File: src/rtl/bg_draw_pkg.sv
// Shared constants and types for the scrolling background renderer.
// Colours are packed RRRGGGBB.
package bg_draw_pkg;

    localparam logic [7:0] SKY_COLOR    = 8'h5F;
    localparam logic [7:0] GROUND_COLOR = 8'h8C;
    localparam logic [7:0] BORDER_COLOR = 8'hFC;

    localparam int unsigned MODE_SCROLL_BIT = 0;
    localparam int unsigned MODE_BLINK_BIT  = 1;

    localparam int BAR_WIDTH = 512;

    // Region flags and palette index captured in the first pipeline stage
    typedef struct packed {
        logic       active;
        logic       border;
        logic       bar;
        logic       ground;
        logic [7:0] idx;
    } stage1_t;

endpackage

File: src/rtl/background_scroll_draw_if.sv
// Pixel-position / colour bus between the video timing source and the background renderer.
interface background_scroll_draw_if;

    logic [10:0] pixelX;
    logic [10:0] pixelY;
    logic        startOfFrame;
    logic [1:0]  mode;
    logic        freeze;
    logic [7:0]  BG_RGB;
    logic        boardersDrawReq;

    modport master (
        output pixelX, pixelY, startOfFrame, mode, freeze,
        input  BG_RGB, boardersDrawReq
    );

    modport slave (
        input  pixelX, pixelY, startOfFrame, mode, freeze,
        output BG_RGB, boardersDrawReq
    );

endinterface

File: src/rtl/bg_frame_ctrl.sv
// Frame-rate state: mode latch, scroll divider and offset, blink counter and phase.
// Wrap decisions use the mode latched at the previous startOfFrame, i.e. the mode of the frame just ending.
module bg_frame_ctrl
    import bg_draw_pkg::*;
#(
    parameter int SCROLL_DIV   = 2,
    parameter int BLINK_FRAMES = 30
) (
    input  logic       clk,
    input  logic       reset,
    input  logic       i_sof,
    input  logic [1:0] i_mode,
    input  logic       i_freeze,
    output logic [8:0] o_scroll_off,
    output logic       o_blink_off
);

    localparam int DIV_W = (SCROLL_DIV > 1) ? $clog2(SCROLL_DIV) : 1;
    localparam int BLK_W = (BLINK_FRAMES > 1) ? $clog2(BLINK_FRAMES) : 1;

    logic [1:0]       r_mode;
    logic [DIV_W-1:0] r_div;
    logic [BLK_W-1:0] r_blink_cnt;
    logic [8:0]       r_scroll;
    logic             r_blink_on;
    logic             w_div_wrap;
    logic             w_blink_wrap;

    assign w_div_wrap   = (r_div == DIV_W'(SCROLL_DIV - 1));
    assign w_blink_wrap = (r_blink_cnt == BLK_W'(BLINK_FRAMES - 1));

    always_ff @(posedge clk) begin
        if (reset) begin
            r_mode      <= '0;
            r_div       <= '0;
            r_blink_cnt <= '0;
            r_scroll    <= '0;
            r_blink_on  <= 1'b1;
        end else if (i_sof) begin
            r_mode <= i_mode;
            if (!i_freeze) begin
                r_div       <= w_div_wrap   ? '0 : r_div + DIV_W'(1);
                r_blink_cnt <= w_blink_wrap ? '0 : r_blink_cnt + BLK_W'(1);
                if (w_div_wrap && r_mode[MODE_SCROLL_BIT])
                    r_scroll <= r_scroll + 9'd2;
                if (!r_mode[MODE_BLINK_BIT])
                    r_blink_on <= 1'b1;
                else if (w_blink_wrap)
                    r_blink_on <= ~r_blink_on;
            end
        end
    end

    assign o_scroll_off = r_scroll;
    assign o_blink_off  = r_mode[MODE_BLINK_BIT] & ~r_blink_on;

endmodule

File: src/rtl/background_scroll_draw.sv
// Background renderer: palette bar, blinking border, ground and sky, two-cycle registered output.
module background_scroll_draw
    import bg_draw_pkg::*;
#(
    parameter int H_ACTIVE     = 640,
    parameter int V_ACTIVE     = 480,
    parameter int BO           = 32,
    parameter int BW           = 8,
    parameter int BAR_TOP      = 5,
    parameter int BAR_BOTTOM   = 19,
    parameter int BAR_LEFT     = 30,
    parameter int GROUND_Y     = 400,
    parameter int SCROLL_DIV   = 2,
    parameter int BLINK_FRAMES = 30
) (
    input  logic                     clk,
    input  logic                     reset,
    background_scroll_draw_if.slave  bus
);

    localparam logic [10:0] H_MAX    = 11'(H_ACTIVE);
    localparam logic [10:0] V_MAX    = 11'(V_ACTIVE);
    localparam logic [10:0] XB_L0    = 11'(BO - BW);
    localparam logic [10:0] XB_H0    = 11'(BO);
    localparam logic [10:0] XB_L1    = 11'(H_ACTIVE - 1 - BO);
    localparam logic [10:0] XB_H1    = 11'(H_ACTIVE - 1 - BO + BW);
    localparam logic [10:0] YB_L0    = 11'(BO - BW);
    localparam logic [10:0] YB_H0    = 11'(BO);
    localparam logic [10:0] YB_L1    = 11'(V_ACTIVE - 1 - BO);
    localparam logic [10:0] YB_H1    = 11'(V_ACTIVE - 1 - BO + BW);
    localparam logic [10:0] BAR_X_LO = 11'(BAR_LEFT);
    localparam logic [10:0] BAR_X_HI = 11'(BAR_LEFT + BAR_WIDTH - 1);
    localparam logic [10:0] BAR_Y_LO = 11'(BAR_TOP);
    localparam logic [10:0] BAR_Y_HI = 11'(BAR_BOTTOM);
    localparam logic [10:0] GND_Y    = 11'(GROUND_Y);
    localparam logic [8:0]  BAR_X_LO9 = BAR_X_LO[8:0];

    logic [10:0] w_x;
    logic [10:0] w_y;
    logic [8:0]  w_scroll;
    logic        w_blink_off;
    logic [8:0]  w_rel;
    stage1_t     w_s1;
    stage1_t     r_s1;
    logic [7:0]  w_rgb;
    logic [7:0]  r_rgb;
    logic        r_bdr;

    assign w_x = bus.pixelX;
    assign w_y = bus.pixelY;

    bg_frame_ctrl #(
        .SCROLL_DIV   (SCROLL_DIV),
        .BLINK_FRAMES (BLINK_FRAMES)
    ) u_frame_ctrl (
        .clk          (clk),
        .reset        (reset),
        .i_sof        (bus.startOfFrame),
        .i_mode       (bus.mode),
        .i_freeze     (bus.freeze),
        .o_scroll_off (w_scroll),
        .o_blink_off  (w_blink_off)
    );

    // 9-bit arithmetic gives the mod-512 wrap of the palette position for free
    assign w_rel = w_x[8:0] - BAR_X_LO9 + w_scroll;

    always_comb begin
        w_s1        = '0;
        w_s1.active = (w_x < H_MAX) && (w_y < V_MAX);
        w_s1.border = (w_x >= XB_L0 && w_x <= XB_H0) || (w_x >= XB_L1 && w_x <= XB_H1) ||
                      (w_y >= YB_L0 && w_y <= YB_H0) || (w_y >= YB_L1 && w_y <= YB_H1);
        w_s1.bar    = (w_y >= BAR_Y_LO && w_y <= BAR_Y_HI) &&
                      (w_x >= BAR_X_LO && w_x <= BAR_X_HI);
        w_s1.ground = (w_y >= GND_Y);
        w_s1.idx    = 8'(w_rel >> 1);
    end

    always_ff @(posedge clk) begin
        if (reset) r_s1 <= '0;
        else       r_s1 <= w_s1;
    end

    always_comb begin
        w_rgb = '0;
        if (r_s1.active) begin
            if (r_s1.bar)         w_rgb = r_s1.idx;
            else if (r_s1.border) w_rgb = w_blink_off ? SKY_COLOR : BORDER_COLOR;
            else if (r_s1.ground) w_rgb = GROUND_COLOR;
            else                  w_rgb = SKY_COLOR;
        end
    end

    always_ff @(posedge clk) begin
        if (reset) begin
            r_rgb <= '0;
            r_bdr <= 1'b0;
        end else begin
            r_rgb <= w_rgb;
            r_bdr <= r_s1.active & r_s1.border;
        end
    end

    assign bus.BG_RGB          = r_rgb;
    assign bus.boardersDrawReq = r_bdr;

endmodule

File: src/flat_wrapper.sv
// flat-port wrapper written by rule: the top's interface ports become plain ports
module background_scroll_draw_flat import bg_draw_pkg::*;
#(
    parameter int H_ACTIVE     = 640,
    parameter int V_ACTIVE     = 480,
    parameter int BO           = 32,
    parameter int BW           = 8,
    parameter int BAR_TOP      = 5,
    parameter int BAR_BOTTOM   = 19,
    parameter int BAR_LEFT     = 30,
    parameter int GROUND_Y     = 400,
    parameter int SCROLL_DIV   = 2,
    parameter int BLINK_FRAMES = 30
)
  (clk, reset, bus_pixelX, bus_pixelY, bus_startOfFrame, bus_mode, bus_freeze, bus_BG_RGB, bus_boardersDrawReq);
  background_scroll_draw_if bus_i ();
  input  logic clk;
  input  logic reset;
  input wire logic [$bits(bus_i.pixelX)-1:0] bus_pixelX;
  input wire logic [$bits(bus_i.pixelY)-1:0] bus_pixelY;
  input wire logic [$bits(bus_i.startOfFrame)-1:0] bus_startOfFrame;
  input wire logic [$bits(bus_i.mode)-1:0] bus_mode;
  input wire logic [$bits(bus_i.freeze)-1:0] bus_freeze;
  output wire logic [$bits(bus_i.BG_RGB)-1:0] bus_BG_RGB;
  output wire logic [$bits(bus_i.boardersDrawReq)-1:0] bus_boardersDrawReq;
  assign bus_i.pixelX = bus_pixelX;
  assign bus_i.pixelY = bus_pixelY;
  assign bus_i.startOfFrame = bus_startOfFrame;
  assign bus_i.mode = bus_mode;
  assign bus_i.freeze = bus_freeze;
  assign bus_BG_RGB = bus_i.BG_RGB;
  assign bus_boardersDrawReq = bus_i.boardersDrawReq;
  background_scroll_draw #(.H_ACTIVE(H_ACTIVE), .V_ACTIVE(V_ACTIVE), .BO(BO), .BW(BW), .BAR_TOP(BAR_TOP), .BAR_BOTTOM(BAR_BOTTOM), .BAR_LEFT(BAR_LEFT), .GROUND_Y(GROUND_Y), .SCROLL_DIV(SCROLL_DIV), .BLINK_FRAMES(BLINK_FRAMES)) u_core (.clk(clk), .reset(reset), .bus(bus_i));
endmodule
File: config.mk
export PLATFORM = sky130hd
export DESIGN_NAME = background_scroll_draw_flat
export DESIGN_NICKNAME = d
export VERILOG_FILES = /design/src/rtl/bg_draw_pkg.sv /design/src/rtl/background_scroll_draw_if.sv /design/src/rtl/bg_frame_ctrl.sv /design/src/rtl/background_scroll_draw.sv /design/src/flat_wrapper.sv
export SDC_FILE = /design/constraint.sdc
export NUM_CORES = 1
export LEC_CHECK = 0
export BUFFER_PORTS_ARGS = -buffer_cell sky130_fd_sc_hd__buf_2
export CORE_MARGIN = 8
export CORE_UTILIZATION = 36
export DETAILED_ROUTE_END_ITERATION = 16
export PLACE_DENSITY = 0.55
export SLEW_MARGIN = 10
export SYNTH_ARGS = -nofsm -noshare
export SYNTH_HDL_FRONTEND = slang
export SYNTH_SLANG_ARGS = --single-unit
File: constraint.sdc
create_clock -name clk -period 2.8 [get_ports clk]
set_clock_uncertainty 0.05 [all_clocks]
set_input_delay 0.42 -clock clk [delete_from_list [all_inputs] [get_ports clk]]
set_output_delay 0.42 -clock clk [all_outputs]
set_load 0.02 [all_outputs]
==> results.ini <==
[setup_path]
crit_type = reg2reg
arrival_ns = 2.47
ff2ff_setup_slack_ns = 0.45
crit_fanout = 4
cp-start-kind = flip-flop
crit_required_ns = 2.92
worstReg2RegStart = u_core.u_frame_ctrl.o_scroll_off[2]
crit_path_end_kind = flip-flop
regToRegEndpoint = u_core.r_s1[7]
r2r_cells = 7

[power_and_ir_drop]
powerDensity_mw_per_mm2 = 492
intPower_uw = 900
seqPwrFrac_pct = 49.3
netSwitchingPower_uw = 250
clockPowerShare_pct = 39.9
pwr-share-comb_pct = 10.9
p_leak_uw = 0.00101
total_power_uw = 1150
ir_worst_vdd_mv = 0.203
switching_share_pct = 21.8

[final_layout]
antennaDiodeCount = 0
layout_commonest_cell = dfxtp_1
stdcell_count = 335
syn_to_final_growth_pct = 18.1
drive_above_1_share_pct = 18.3
nets = 308
most-common-layout-cells = dfxtp_1 (38), buf_2 (36), inv_1 (23), nor2_1 (23), ha_1 (16)
fill_cells = 571

[detailed_routing]
drc = 0
antenna_left = 0
routed_via_density = 4.78
routedWlPerCell_um = 12.5
first_pass_iters = 4
drtIter0Drc = 43
vias = 1601
wirelength_mm = 4.19

[die]
fp.dieH_um = 90.2
die_w_um = 90.2
rows = 27
dieArea_mm2 = 0.00813
num_io_pins = 37
core_mm2 = 0.00541
start_util_pct = 36.6

[sta]
grt_setup_unrepaired = no
finalSetupViolations = 0
setup_tns_ns = 0
finalCriticalPeriod_ns = 2.35
layout_setup_ws_ns = 0.452
slew_headroom_pct = 59.7
drv_slew = 0
hold_viol = 0
max_freq_mhz = 426
finalCritPeriodShare_pct = 83.9
hold_slack_ns = 0.347
worst_pin_slew_ns = 0.603

[placement]
dp.cells = 328
port-buffer-count = 36
gp_congestion = 0.811
post-place-ws_ns = 0.246
dp_hpwl_mm = 3.37

[synthesis]
synthArstFlopShare_pct = 0
synth_warnings = 0
ys_seq_elements = 38
syn_nets = 271
avgSynthCellArea_um2 = 8.76
ys_seq_area_share_pct = 38.4
ys.flop_type = dfxtp_1
syn_inst = 226
synth_cell_types = 45
syn-cell-area_mm2 = 0.00198
synth_edf_count = 0

[global_route]
grt_pass1_wl_mm = 7.09
grt_max_degree = 32
overflow = 0
grt_antenna_before_repair = 0
grt_pass1_vias = 1551
track_usage_pct = 10.5

[clock_tree]
worstSkewPairLatency_ns = 0.28
cts.sinks = 38
cts_resized = 0
cts_setup_buffers = 0
cts_htree_levels = 2
clockBufferDepth = 2
cts_tree = yes
path_clk_slew_ns = 0.07
cts_hold_buf = 0
clockRootBuffer = clkbuf_8
cts_buffers = 5

[worst_hold_path]
hold_class = in2reg
whs_endpoint = u_core.u_frame_ctrl.r_mode[0]
min-delay-start = bus_mode[0]
holdPathStages = 3

[outcome]
status = finished clean

[run]
drv_cap = 0

[routing by layer]
metal	track usage, %	vias up	share of wire [%]
li1	-	864	-
met1	13.5	707	51
met2	16.0	24	44
met3	3.24	6	3.5
met4	4.02	0	1.7
met5	0	-	0
[state kept, by name, summed over array words and instances, names as in the netlist]
signal	count
u_core.u_frame_ctrl.r_blink_on	1
u_core.u_frame_ctrl.r_mode	2
u_core.r_s1	12
u_core.bus.boardersDrawReq	1
u_core.u_frame_ctrl.r_blink_cnt	5
u_core.u_frame_ctrl.o_scroll_off	8
u_core.bus.BG_RGB	8
u_core.u_frame_ctrl.r_div	1
[layout make-up]
class | instances | area, um^2 | share of cell area (%)
timing repair buffer | 36 | 180 | 7.70
multi-input combinational | 159 | 1110 | 47.4
clock inverter | 1 | 30.0 | 1.28
clock buffer | 6 | 82.6 | 3.53
tap | 72 | 90.1 | 3.85
inverter | 23 | 86.3 | 3.69
sequential | 38 | 761 | 32.5
[synth_stat cells (all sizes together) (2+ instances only)]
| library cell | number | area, um^2 |
|---|---|---|
| a211oi | 4 | 30.0 |
| a21o | 2 | 15.0 |
| a21oi | 14 | 70.1 |
| and3 | 2 | 12.5 |
| and4b | 2 | 20.0 |
| buf | 2 | 8.75 |
| clkbuf | 4 | 15.0 |
| dfxtp | 38 | 761 |
| ha | 16 | 200 |
| inv | 23 | 86.3 |
| mux2i | 2 | 20.0 |
| nand2 | 13 | 48.8 |
| nand3 | 2 | 10.0 |
| nand3b | 2 | 15.0 |
| nand4 | 9 | 56.3 |
| nor2 | 23 | 86.3 |
| nor2b | 5 | 31.3 |
| nor3 | 8 | 40.0 |
| nor3b | 4 | 30.0 |
| nor4 | 2 | 12.5 |
| nor4b | 4 | 41.3 |
| o21ai | 8 | 40.0 |
| o21bai | 3 | 22.5 |
| o311ai | 2 | 17.5 |
| or3 | 2 | 17.5 |
| xnor2 | 10 | 87.6 |
| xor2 | 5 | 43.8 |
[stage by stage]
step	utilization [%]	cell area [um^2]
finish	43.3	2340
global route	43.3	2340
CTS	43.3	2340
detailed placement	41.2	2230
global placement	41.2	2230
floorplan	-	1980
[logic make-up (layout without fill, tap and decap cells)]
group | after synthesis | count (layout) | share of synthesized area [%]
and+or+nand+nor | 85 | 85 | 24.1
adders and majority gates | 17 | 17 | 11.1
DFF | 38 | 38 | 38.4
AOI/OAI and AO/OA | 39 | 39 | 12.6
buffers and inverters | 29 | 66 | 5.56
xor gates and xnor gates | 15 | 15 | 6.63
muxes | 3 | 3 | 1.58
[how the worst max path moves through the flow]
| stage | from | end | slack [ns] | cells past startpoint |
|---|---|---|---|---|
| floorplan | bus_pixelX[2] | u_core.r_s1[7] | 0.47 | 7 |
| global placement | bus_pixelX[2] | u_core.r_s1[7] | 0.25 | 8 |
| detailed placement | bus_pixelX[2] | u_core.r_s1[7] | 0.25 | 8 |
| CTS | u_core.u_frame_ctrl.o_scroll_off[2] | u_core.r_s1[7] | 0.45 | 7 |
| global route | u_core.u_frame_ctrl.o_scroll_off[2] | u_core.r_s1[7] | 0.32 | 7 |
| finish | u_core.u_frame_ctrl.o_scroll_off[2] | u_core.r_s1[7] | 0.45 | 7 |
[power by group through the flow]
stage               registers (uW)  clock network, uW  logic (uW)
finish                         567                458         125
global route                   569                496         144
CTS                            567                474         127
detailed placement             579                  0         125
global placement               579                  0         126
floorplan                      578                  0        76.4
[worst max-delay path: stages (launching register included)]
cell and delay, ns:
dfxtp_1 0.38, ha_1 0.25, ha_1 0.23, fa_1 0.42
a211oi_1 0.28, o21bai_1 0.11, a21oi_1 0.17, mux2_2 0.35
Note: power is estimated with default switching activity, not from simulation.
